<file path="config.mk">
export PLATFORM = sky130hd
export DESIGN_NAME = uart_tx_sched
export DESIGN_NICKNAME = d
export VERILOG_FILES = /design/src/rtl/uart_tx_sched_pkg.sv /design/src/rtl/uart_tx_sched_arbiter.sv /design/src/rtl/uart_tx_sched.sv
export SDC_FILE = /design/constraint.sdc
export NUM_CORES = 1
export LEC_CHECK = 0
export BUFFER_PORTS_ARGS = -buffer_cell sky130_fd_sc_hd__buf_2
export CAP_MARGIN = 10
export CORE_MARGIN = 10
export CORE_UTILIZATION = 43
export DETAILED_ROUTE_END_ITERATION = 8
export GPL_TIMING_DRIVEN = 0
export PLACE_DENSITY_LB_ADDON = 0.05
export SYNTH_ARGS = -nofsm -noshare
export SYNTH_HDL_FRONTEND = slang
export SYNTH_SLANG_ARGS = --single-unit
export TNS_END_PERCENT = 50
</file>
<file path="constraint.sdc">
create_clock -name CLK -period 2.1 [get_ports CLK]
set_clock_uncertainty 0.2 [all_clocks]
set_input_delay 0.105 -clock CLK [delete_from_list [all_inputs] [get_ports CLK]]
set_output_delay 0.105 -clock CLK [all_outputs]
set_load 0.01 [all_outputs]
</file>
<file path="src/rtl/uart_tx_sched_pkg.sv">
// uart_tx_sched_pkg: shared states, UART register map and init-sequence helper for uart_tx_sched
package uart_tx_sched_pkg;
    typedef enum logic [2:0] {
        IDLE,
        INIT_SETUP,
        INIT_ACCESS,
        READY,
        POLL_SETUP,
        POLL_ACCESS,
        WR_SETUP,
        WR_ACCESS
    } state_t;
    localparam logic [2:0] REG_THR = 3'd0;
    localparam logic [2:0] REG_DLL = 3'd0;
    localparam logic [2:0] REG_DLM = 3'd1;
    localparam logic [2:0] REG_FCR = 3'd2;
    localparam logic [2:0] REG_LCR = 3'd3;
    localparam logic [2:0] REG_LSR = 3'd5;
    localparam int LCR_DLAB = 7;
    localparam int LSR_THRE = 5;
    localparam logic [7:0] FCR_INIT = 8'h06;
    localparam logic [2:0] INIT_LAST = 3'd4;
    // {offset, data} of init write number step: LCR with DLAB set, DLL, DLM, LCR with DLAB clear, FCR
    function automatic logic [10:0] init_op(input logic [2:0] step, input logic [15:0] div, input logic [6:0] lcr);
        logic [7:0] lcr_d;
        lcr_d = {1'b0, lcr};
        lcr_d[LCR_DLAB] = step == 3'd0;
        return step == 3'd0 ? {REG_LCR, lcr_d} :
               step == 3'd1 ? {REG_DLL, div[7:0]} :
               step == 3'd2 ? {REG_DLM, div[15:8]} :
               step == 3'd3 ? {REG_LCR, lcr_d} : {REG_FCR, FCR_INIT};
    endfunction
endpackage

</file>
<file path="src/rtl/uart_tx_sched_arbiter.sv">
// uart_rr_arbiter: round-robin one-hot grant starting after the last granted index
module uart_rr_arbiter #(
    parameter int NUM_REQ = 4
) (
    input  logic                       clk,
    input  logic                       rst_n,
    input  logic [NUM_REQ-1:0]         req,
    input  logic                       en,
    output logic [NUM_REQ-1:0]         grant,
    output logic [$clog2(NUM_REQ)-1:0] grant_idx,
    output logic                       hit
);
    localparam int IW = $clog2(NUM_REQ);
    logic [IW-1:0] last;
    logic [IW-1:0] sel;
    logic found;
    // scan from farthest to nearest so the requester right after last wins
    always_comb begin
        sel = last;
        found = 1'b0;
        for (int i = NUM_REQ; i >= 1; i--) begin
            if (req[IW'((int'(last) + i) % NUM_REQ)]) begin
                sel = IW'((int'(last) + i) % NUM_REQ);
                found = 1'b1;
            end
        end
    end
    assign hit = en && found;
    assign grant = hit ? NUM_REQ'(1) << sel : '0;
    assign grant_idx = sel;
    // last-grant pointer; reset value makes requester 0 the first winner
    always_ff @(posedge clk or negedge rst_n) begin
        if (!rst_n) last <= IW'(NUM_REQ - 1);
        else if (hit) last <= sel;
    end
endmodule

</file>
<file path="src/rtl/uart_tx_sched.sv">
// uart_tx_sched: APB master that configures a 16550-style UART and feeds it bytes from NUM_REQ requesters
// Optional packet lock: define UART_TX_SCHED_PKT_LOCK_EN to hold the grant on one requester until req_last_i.
module uart_tx_sched
    import uart_tx_sched_pkg::*;
#(
    parameter int APB_ADDR_WIDTH = 12,
    parameter logic [APB_ADDR_WIDTH-1:0] BASE_ADDR = '0,
    parameter int NUM_REQ = 4,
    parameter int TX_FIFO_DEPTH = 16
) (
    input  logic                      CLK,
    input  logic                      RSTN,
    input  logic [15:0]               cfg_div_i,
    input  logic [7:0]                cfg_lcr_i,
    input  logic                      cfg_start_i,
    input  logic [NUM_REQ-1:0]        req_valid_i,
    input  logic [NUM_REQ*8-1:0]      req_data_i,
    input  logic [NUM_REQ-1:0]        req_last_i,
    output logic [NUM_REQ-1:0]        req_ready_o,
    output logic [APB_ADDR_WIDTH-1:0] PADDR,
    output logic [31:0]               PWDATA,
    output logic                      PWRITE,
    output logic                      PSEL,
    output logic                      PENABLE,
    input  logic [31:0]               PRDATA,
    input  logic                      PREADY,
    input  logic                      PSLVERR,
    output logic                      init_done_o,
    output logic                      err_o
);
    localparam int IW = $clog2(NUM_REQ);
    localparam int CW = $clog2(TX_FIFO_DEPTH) + 1;
    state_t state;
    logic [2:0] step;
    logic [15:0] div_q;
    logic [6:0] lcr_q;
    logic [CW-1:0] credit;
    logic [NUM_REQ-1:0] arb_req;
    logic [IW-1:0] gnt_idx;
    logic hit, gnt_en, start_go, acc_done;
    logic [10:0] op_first, op_next;
    logic unused_ok;
    assign start_go = cfg_start_i && (state == IDLE || state == READY);
    assign acc_done = PSEL && PENABLE && PREADY;
    assign gnt_en = state == READY && credit != '0 && !cfg_start_i;
    assign op_first = init_op(3'd0, cfg_div_i, cfg_lcr_i[6:0]);
    assign op_next = init_op(step + 3'd1, div_q, lcr_q);
    assign unused_ok = ^{cfg_lcr_i[7], PRDATA[31:6], PRDATA[4:0], req_last_i};
`ifdef UART_TX_SCHED_PKT_LOCK_EN
    logic locked;
    logic [IW-1:0] lock_idx;
    assign arb_req = locked ? req_valid_i & (NUM_REQ'(1) << lock_idx) : req_valid_i;
    // packet lock: hold the winner until it hands over its last byte
    always_ff @(posedge CLK or negedge RSTN) begin
        if (!RSTN) begin
            locked <= 1'b0;
            lock_idx <= '0;
        end else if (start_go) begin
            locked <= 1'b0;
        end else if (hit) begin
            locked <= !req_last_i[gnt_idx];
            lock_idx <= gnt_idx;
        end
    end
`else
    assign arb_req = req_valid_i;
`endif
    uart_rr_arbiter #(.NUM_REQ(NUM_REQ)) u_arb (
        .clk       (CLK),
        .rst_n     (RSTN),
        .req       (arb_req),
        .en        (gnt_en),
        .grant     (req_ready_o),
        .grant_idx (gnt_idx),
        .hit       (hit)
    );
    // sequencer: init writes, LSR credit polls and THR byte writes over APB; PWDATA doubles as the latched byte
    always_ff @(posedge CLK or negedge RSTN) begin
        if (!RSTN) begin
            state <= IDLE;
            step <= '0;
            div_q <= '0;
            lcr_q <= '0;
            credit <= '0;
            init_done_o <= 1'b0;
            err_o <= 1'b0;
            PSEL <= 1'b0;
            PENABLE <= 1'b0;
            PWRITE <= 1'b0;
            PADDR <= '0;
            PWDATA <= '0;
        end else begin
            if (acc_done && PSLVERR) err_o <= 1'b1;
            if (start_go) begin
                state <= INIT_SETUP;
                step <= '0;
                div_q <= cfg_div_i;
                lcr_q <= cfg_lcr_i[6:0];
                credit <= '0;
                init_done_o <= 1'b0;
                PSEL <= 1'b1;
                PENABLE <= 1'b0;
                PWRITE <= 1'b1;
                PADDR <= BASE_ADDR + APB_ADDR_WIDTH'(op_first[10:8]);
                PWDATA <= {24'b0, op_first[7:0]};
            end else begin
                case (state)
                    INIT_SETUP: begin
                        PENABLE <= 1'b1;
                        state <= INIT_ACCESS;
                    end
                    POLL_SETUP: begin
                        PENABLE <= 1'b1;
                        state <= POLL_ACCESS;
                    end
                    WR_SETUP: begin
                        PENABLE <= 1'b1;
                        state <= WR_ACCESS;
                    end
                    INIT_ACCESS: if (PREADY) begin
                        PENABLE <= 1'b0;
                        if (step == INIT_LAST) begin
                            PSEL <= 1'b0;
                            state <= READY;
                            init_done_o <= 1'b1;
                            credit <= '0;
                        end else begin
                            step <= step + 3'd1;
                            PADDR <= BASE_ADDR + APB_ADDR_WIDTH'(op_next[10:8]);
                            PWDATA <= {24'b0, op_next[7:0]};
                            state <= INIT_SETUP;
                        end
                    end
                    READY: if (hit) begin
                        credit <= credit - CW'(1);
                        state <= WR_SETUP;
                        PSEL <= 1'b1;
                        PWRITE <= 1'b1;
                        PADDR <= BASE_ADDR + APB_ADDR_WIDTH'(REG_THR);
                        PWDATA <= {24'b0, req_data_i[gnt_idx*8 +: 8]};
                    end else if (|req_valid_i && credit == '0) begin
                        state <= POLL_SETUP;
                        PSEL <= 1'b1;
                        PWRITE <= 1'b0;
                        PADDR <= BASE_ADDR + APB_ADDR_WIDTH'(REG_LSR);
                        PWDATA <= '0;
                    end
                    POLL_ACCESS: if (PREADY) begin
                        PSEL <= 1'b0;
                        PENABLE <= 1'b0;
                        state <= READY;
                        if (PRDATA[LSR_THRE]) credit <= CW'(TX_FIFO_DEPTH);
                    end
                    WR_ACCESS: if (PREADY) begin
                        PSEL <= 1'b0;
                        PENABLE <= 1'b0;
                        state <= READY;
                    end
                    default: ;
                endcase
            end
        end
    end
endmodule

</file>
==> results of run 1 <==
## through the flow
step / util / setup WS, ns / total power [µW] / cells
6_report: 0.639 / -0.0985 / 6480 / 666
5_1_grt: 0.639 / -0.147 / 6980 / 666
4_1_cts: 0.593 / -0.111 / 5950 / 654
3_5_place_dp: 0.525 / -0.308 / 4940 / 612
3_3_place_gp: 0.525 / -0.297 / 4890 / 612
2_1_floorplan: - / 0.0337 / 4050 / 426
## cell usage after synthesis (2+ instances only)
cell type,count,area [µm²]
nand2_1,86,323
dfrtp_1,50,1250
buf_4,33,248
o21ai_0,25,125
a21oi_1,21,105
nor2_1,19,71.3
clkbuf_1,13,48.8
inv_1,13,48.8
mux2_2,12,135
a31oi_1,10,62.6
mux2i_1,8,80.1
nor2b_1,8,50.1
nand2b_1,7,43.8
a22oi_1,6,45.0
ha_1,6,75.1
nand3_1,6,30.0
nor3_1,6,30.0
o22ai_1,5,31.3
a21boi_0,4,30.0
a21o_1,3,22.5
a221oi_1,3,26.3
buf_2,3,15.0
buf_6,3,33.8
nor3b_1,3,22.5
o21a_1,3,22.5
a41oi_1,2,17.5
dfstp_2,2,52.6
o22a_1,2,17.5
o31ai_1,2,15.0
or3_1,2,12.5
or4_1,2,15.0
## state kept, by name, indices dropped and copies added (netlist names), 2 cells and up
name	flops
step	3
PADDR	3
lcr_q	7
div_q	16
credit	5
PWDATA	8
u_arb.last	2
state	3
## path summary, 6_finish.rpt
kind,start,endpoint,slack (ns),depth (start not counted)
max in group asynchronous,RSTN,u_arb.last[0]$_DFFE_PN1P_,0.95,3
worst min-delay path,req_data_i[22],PWDATA[6]$_DFFE_PN0P_,0.02,4
worst max register to register,credit[1]$_DFFE_PN0P_,PWDATA[3]$_DFFE_PN0P_,-0.1,8
worst max-delay path,credit[1]$_DFFE_PN0P_,PWDATA[3]$_DFFE_PN0P_,-0.1,8
worst min register to register,lcr_q[6]$_DFFE_PN0P_,lcr_q[6]$_DFFE_PN0P_,0.29,2
min in group asynchronous,RSTN,err_o$_DFFE_PN0P_,0.13,2
## cells by family (layout without fill, tap and decap cells)
| group | Yosys count | in the layout | synth area share |
|---|---|---|---|
| adder cells (fa/ha/maj) | 6 | 6 | 0.0223 |
| other | 1 | 33 | 0.00111 |
| buffers and inverters | 65 | 203 | 0.117 |
| AND/OR/NAND/NOR | 150 | 150 | 0.211 |
| AO/OA/AOI/OAI | 99 | 99 | 0.195 |
| flip-flops | 52 | 52 | 0.387 |
| XOR/XNOR | 1 | 1 | 0.00260 |
| multiplexers | 20 | 20 | 0.0639 |
## report_power, final
| group | internal, µW | switching, µW | total (µW) |
|---|---|---|---|
| registers | 1490 | 340 | 1830 |
| clock network | 353 | 341 | 694 |
| logic | 1860 | 2100 | 3960 |
## critical path, cell delays in order, from the launching register on
cell,delay (ns)
dfrtp_1,0.41
inv_1,0.07
ha_2,0.17
or4b_4,0.54
nand4_1,0.20
buf_4,0.16
buf_6,0.10
o22a_1,0.18
a21oi_1,0.08
## layer usage
| layer | vias to the layer above | wire (µm) | global-route usage |
|---|---|---|---|
| li1 | 1643 | - | - |
| met1 | 1455 | 4530 | 0.207 |
| met2 | 121 | 4660 | 0.253 |
| met3 | 6 | 731 | 0.0363 |
| met4 | 0 | 81 | 0.0367 |
| met5 | - | 0 | 0 |
## what timing repair did
item / 4_1_cts / 5_1_grt
hold endpoints to repair: 82 / 0
resized for setup: 24 / 57
setup endpoints to repair: 44 / 41
setup buffers: 9 / 10
pin swaps: 9 / 10
gates cloned: 0 / 1
hold buffers: 27 / 0
## area by class of cell
class                           instances  area [µm²]  area share
Multi-Input combinational cell        309        2030       0.413
Sequential cell                        52        1310       0.266
Timing Repair Buffer                  132         922       0.188
Buffer                                 50         365      0.0744
Tap cell                              102         128      0.0260
Clock buffer                            5        68.8      0.0140
Inverter                               13        48.8     0.00993
Clock inverter                          3        42.5     0.00866
==> results.md, run 1 <==
STA:
- The headroom to the max-slew limit is 0.516.
- Of the available clock period, the critical path in the final layout requires 1.05.
- Setup repair after global routing could not meet its margin everywhere.
- The hold violation total from the final report came to 0.
- In the final timing run, aggregate negative setup slack is -0.377 ns.
- The final critical-path required period is about 2.2 ns.
- In the post-route analysis, the smallest setup slack over all paths is -0.0985 ns.
- Setup violations remaining at the end of the flow were counted as 5.
- The pin slew with the least headroom to its limit is 0.720 ns.
- The final-report max-slew violation count is 0.
- The maximum frequency from static timing analysis is between 400 and 500 MHz.
- The tightest hold path in the finished design has a slack of 0.0244 ns.

Synth:
- The fraction of synthesis flops using an asynchronous set or reset pin is 1.00.
- The post-synthesis instance total is between 300 and 400.
- The post-synthesis average cell area is roughly 8.6 µm².
- In this run the cell area of the synthesized design comes to between 0.003 and 0.004 mm².
- For this run, the register share of the synthesized area comes to 0.387.
- The predominant post-synthesis flop cell is dfrtp_1.
- The number of different library cells used by synthesis comes to between 50 and 60.
- The number of enable flip-flop cells after synthesis is 0.
- The number of synthesis warnings is 0.
- After synthesis the netlist holds a flip-flop and latch count of 52.

Finish:
- The number of antenna diodes in the final layout is 0.
- The filler cells instantiated in the layout total between 600 and 700.
- The final cell area excluding filler cells is around 0.0049 mm².
- The most common library cell in the layout ignoring fill and taps is buf_2.
- The share of final-layout standard cells stronger than drive strength 1 is 0.395.
- In the layout the commonest cells are buf_2, nand2_1, dfrtp_1, buf_4, conb_1.
- From synthesis to final layout, the design area changed by 45.8%.
- At the end of the flow, the number of nets in the layout was 670.

Placed design:
- The placed instances occupy a cell area of about 0.0040 mm².
- The total of buffers placed on input and output ports is 84.
- The weighted congestion at the end of routability-driven global placement is between 0.8 and 0.9.
- Once detailed placement completed, the half-perimeter wirelength came to between 7 and 8 mm.

Worst hold path:
- In this run the worst hold path is classified as input port to register.

CTS:
- The number of clock buffers added by TritonCTS is 5.
- The longest clock path from root to sink contains 2 buffers.
- The clock drives 52 sinks.
- The tree is rooted in a clkbuf_8.
- Clock-pin slew was measured on the worst setup and hold paths at 0.10 ns.
- The CTS tree is built.
- The number of levels the H-tree was split into is 2.
- For the worst-skew pair, the clock arrives at the later sink with an insertion delay of roughly 0.30 ns.

Critical path:
- The critical path launch point type is a register.
- Data on the critical path is required at its endpoint by 2.09 ns.
- Of all nets on the critical path, the largest fanout is 5.
- The kind of critical path is register to register.
- Data arrives at the worst endpoint at roughly 2.2 ns.
- STA classifies the critical path endpoint as a register.

Power and ir drop:
- The analysis attributes to cell leakage a power of approximately 0.0024 µW.
- The cell area power density is 1320 mW/mm².
- The peak supply drop is 0.000602 V.

Routing:
- Summed over all layers, the routed wires come to between 10 and 15 mm.
- The routed via count is ~3200.
- The final routed wire length divided by cell count is around 15 µm.
- The first TritonRoute pass finished after 4 iterations.
- The number of remaining DRC errors is 0.
- For this block, the initial DRC count from the detailed router was ~130.
- The average via count per standard cell is about 4.8.
- The count of nets left with antenna violations once routing finished came out at 0.

Floorplan:
- For this configuration, the core starts out at a cell density of 0.438.
- The overall die width is 109 µm.
- The number of primary I/O pins is about 150.
- Row generation in the floorplan step produced 32 rows.
- The total area inside the core boundary comes to roughly 0.0077 mm².
- The die covers 0.0118 mm².
- The die extent in y is 109 µm.

Job:
- Max-cap violations in this run came to 0.

GRT:
- The initial antenna violation count is 0.
- The via count of the first global-routing pass is roughly 3100.
- The first global-routing pass estimated 15.3 mm of wire.
- Entering global routing, the biggest net connects 53 pins.
- The total overflow left after global routing is 0.
- The global-route usage over all layers is 0.156.

Outcome:
- The checks that failed: negative setup slack.
- The flow ran to the end, but the final reports show violations.
No activity file was read; power rests on OpenSTA's default activity.
==> inputs of run 2 (changes only) <==
REMOVE_ABC_BUFFERS = 1   (was unset)
==> results.md, run 2 (synthesized netlist as in run 1, its figures left out) <==
Power and ir drop:
- The overall power of the completed layout is 6550 µW (was 6480 µW).
- The combinational share of power is 0.621 (was 0.611).
- The net load switching power is 2820 µW (was 2780 µW).
- The switching share of total power was 0.431 (was 0.429).
- The cell area power density was 1390 mW/mm² (was 1320 mW/mm²).
- The peak supply drop was 0.000566 V (was 0.000602 V).
- The leakage power came to 0.00224 µW (was 0.00240 µW).
- The internal portion of total power came to 3730 µW (was 3700 µW).
- The sequential group share of total power is 0.281 (was 0.282).
- The clock share of power was 0.098 (was 0.107).

STA:
- The final-report max-slew violation count is 0 (unchanged).
- The fraction of the cycle the final worst path needs was 1.03 (was 1.05).
- The pin slew with the least headroom to its limit was 0.683 ns (was 0.720 ns).
- The final critical-path required period is 2.17 ns (was 2.20 ns).
- The hold violation total from the final report came to 0 (unchanged).
- RSZ-0062 raised after global routing: yes (unchanged).
- The maximum frequency from static timing analysis is 461 MHz (was 455 MHz).
- The count of final setup violators was 4 (was 5).
- The final worst setup slack came to -0.0696 ns (was -0.0985 ns).
- The headroom to the max-slew limit is 0.541 (was 0.516).

Critical path:
- The data arrival at the endpoint of the critical path came to 1.86 ns (was 2.19 ns).
- The master of the slowest instance on the critical path is or4b_4 (unchanged).
- The kind of capture point of the worst setup path is an output port (was register).
- The category of cells accounting for the largest share of critical-path delay is simple AND/OR/NAND/NOR gates (unchanged).
- The largest fanout on the critical path was 5 (unchanged).
- The critical path launch point type is a register (unchanged).
- Cell Chain, Critical Path: inv_1 -> ha_2 -> or4b_4 -> nand4_1 -> nor2_1 -> buf_2 (was inv_1 -> ha_2 -> or4b_4 -> nand4_1 -> buf_4 -> buf_6 -> o22a_1 -> a21oi_1).
- The kind of critical path was register to output port (was register to register).
- The combined buffer and inverter count along the critical path is 2 (was 3).
- The endpoint required time on the critical path is 1.79 ns (was 2.09 ns).
- The highest cell delay on the worst timing path is 0.53 ns (was 0.54 ns).

Routing:
- The final routed wire length divided by cell count is 16.1 µm (was 15.0 µm).
- The number of DRC markers in iteration 0 is 146 (was 131).
- The average via count per standard cell is 5.07 (was 4.84).
- The sum of routed wire length over all layers is 10.4 mm (was 10.0 mm).
- The detailed-router iteration count before antenna repair is 5 (was 4).
- The residual antenna-violating net count after detailed routing is 0 (unchanged).
- The routed via count was 3254 (was 3225).
- The number of remaining DRC errors is 0 (unchanged).

GRT:
- The initial antenna violation count is 0 (unchanged).
- The layer with the highest usage is met2 (unchanged).
- The wire length of the first global-routing pass is 15.6 mm (was 15.3 mm).
- The overall overflow remaining after global route is 0 (unchanged).
- The largest net degree at the start of global routing came to 53 (unchanged).
- The global-route usage over all layers is 0.161 (was 0.156).
- The via count of the first global-routing pass is 3151 (was 3111).
- The met1 usage is 0.198 (was 0.207).
- The global-route met3 utilization is 0.0405 (was 0.0363).
- The met2 usage in global routing was 0.274 (was 0.253).

Floorplan:
- The overall die width is 109 µm (unchanged).
- The core area is 0.00769 mm² (unchanged).
- The starting density of the core came to 0.438 (unchanged).
- The floorplan die area was 0.0118 mm² (unchanged).
- The placement row count came to 32 (unchanged).
- The number of primary I/O pins is 154 (unchanged).
- The die extent in y is 109 µm (unchanged).

Finish:
- The fraction of the core area covered by cells at the end of the flow is 0.612 (was 0.639).
- The share of final-layout standard cells stronger than drive strength 1 is 0.372 (was 0.395).
- The number of diodes added for antenna fixing is 0 (unchanged).
- The area overhead of the layout relative to synthesis is 39.6% (was 45.8%).
- Top flop regs: div_q x16, PWDATA x8, lcr_q x7 (unchanged).
- The most common library cell in the layout ignoring fill and taps was buf_2 (unchanged).
- The number of nets in the final layout is 646 (was 670).
- The layout filler cell count came to 689 (was 666).
- Commonest non-fill, non-tap cells in the layout: buf_2, nand2_1, dfrtp_1 (was buf_2, nand2_1, dfrtp_1, buf_4, conb_1).
- The flip-flop count of the largest register, all copies and words added is 16 (unchanged).
- The register ranked first by flip-flop count is div_q (unchanged).

Placed design:
- The detailed placement HPWL is 6.83 mm (was 7.46 mm).
- The weighted congestion at the end of routability-driven global placement is 0.849 (was 0.891).
- The total of buffers placed on input and output ports is 84 (unchanged).

CTS:
- The CTS tree is built (unchanged).
- The number of sinks driven by the clock tree is 52 (unchanged).
- The number of levels the H-tree was split into was 2 (unchanged).
- The number of clock buffers inserted by TritonCTS is 5 (unchanged).
- The maximum root-to-sink buffer count was 2 (unchanged).
- The clock latency reported for the late side of the worst-skew pair is 0.30 ns (about the same).
- The clock transition at the register clock pins on the worst setup and hold paths after CTS is 0.09 ns (was 0.10 ns).
- The cell at the root of the clock tree is clkbuf_8 (unchanged).

Job:
- The count of maximum capacitance violations is 0 (unchanged).

Outcome:
- Outcome: complete, but fails checks (unchanged).
- Violated checks: negative setup slack (unchanged).

Worst hold path:
- The worst hold-check path type is input port to register (unchanged).
==> run 2: cell count changes in the layout (fill, tap and decap cells not counted), moves of 3 or more <==
cell	delta
clkbuf_2	-5
buf_4	-12
a22oi_2	-3
a22oi_1	+3
buf_6	-3
==> run 2: timing repair <==
action / in CTS / in global routing
cloned: 2 / 0
pin swaps: 4 / 12
hold buffers: 28 / 0
endpoints found under the setup margin: 51 / 37
endpoints found under the hold margin: 82 / 0
gates resized for setup: 32 / 35
setup buffers: 16 / 25
==> run 2: worst paths after layout <==
check                                      start                         to  slack, ns  cells past startpoint
setup / recovery           credit[1]$_DFFE_PN0P_             req_ready_o[3]      -0.07                      6
hold / removal                            PREADY       state[2]$_DFFE_PN0P_       0.02                      3
setup reg to reg           credit[1]$_DFFE_PN0P_      PWDATA[1]$_DFFE_PN0P_      -0.01                      7
hold reg to reg             lcr_q[6]$_DFFE_PN0P_       lcr_q[6]$_DFFE_PN0P_       0.29                      2
max in group asynchronous                   RSTN  u_arb.last[0]$_DFFE_PN1P_       1.01                      3
min in group asynchronous                   RSTN      credit[1]$_DFFE_PN0P_       0.08                      2
==> run 2: stage by stage <==
stage	setup TNS [ns]	instance area, µm²	setup WS (ns)	std cells	hold WS, ns
final	-0.154	4700	-0.0696	642	0.0197
after global routing	-1.30	4700	-0.155	642	0.0305
after floorplan	-43.15	3140	-1.71	374	-0.391
after CTS	-0.319	4350	-0.0844	617	0.00683
after detailed placement	-20.17	3720	-0.857	563	0.0962
after global placement	-91.50	3690	-3.40	560	0.0938
==> run 2: layout make-up <==
type,instances,area [µm²],share of cell area
multi-input combinational,311,2050,0.436
sequential,52,1310,0.278
timing repair buffer,156,1070,0.227
clock buffer,8,100,0.0213
inverter,13,48.8,0.0104
tap,102,128,0.0271
==> run 2: power groups by stage <==
stage	Clock [µW]	Combinational [µW]	Sequential, µW
final	643	4070	1840
after global routing	690	4490	1890
after detailed placement	0	2820	1910
after global placement	0	2750	1890
after floorplan	0	1990	1880
after CTS	657	3410	1840
==> run 2: layer usage <==
| layer | wire length (µm) | part of all wire |
|---|---|---|
| met5 | 0 | 0 |
| met4 | 197 | 0.019 |
| met3 | 812 | 0.078 |
| met2 | 4980 | 0.48 |
| met1 | 4360 | 0.42 |
==> run 2: tightest hold or removal path, cell delays in order <==
cell     delay, ns
buf_2         0.17
nand2_1       0.11
a21o_1        0.11
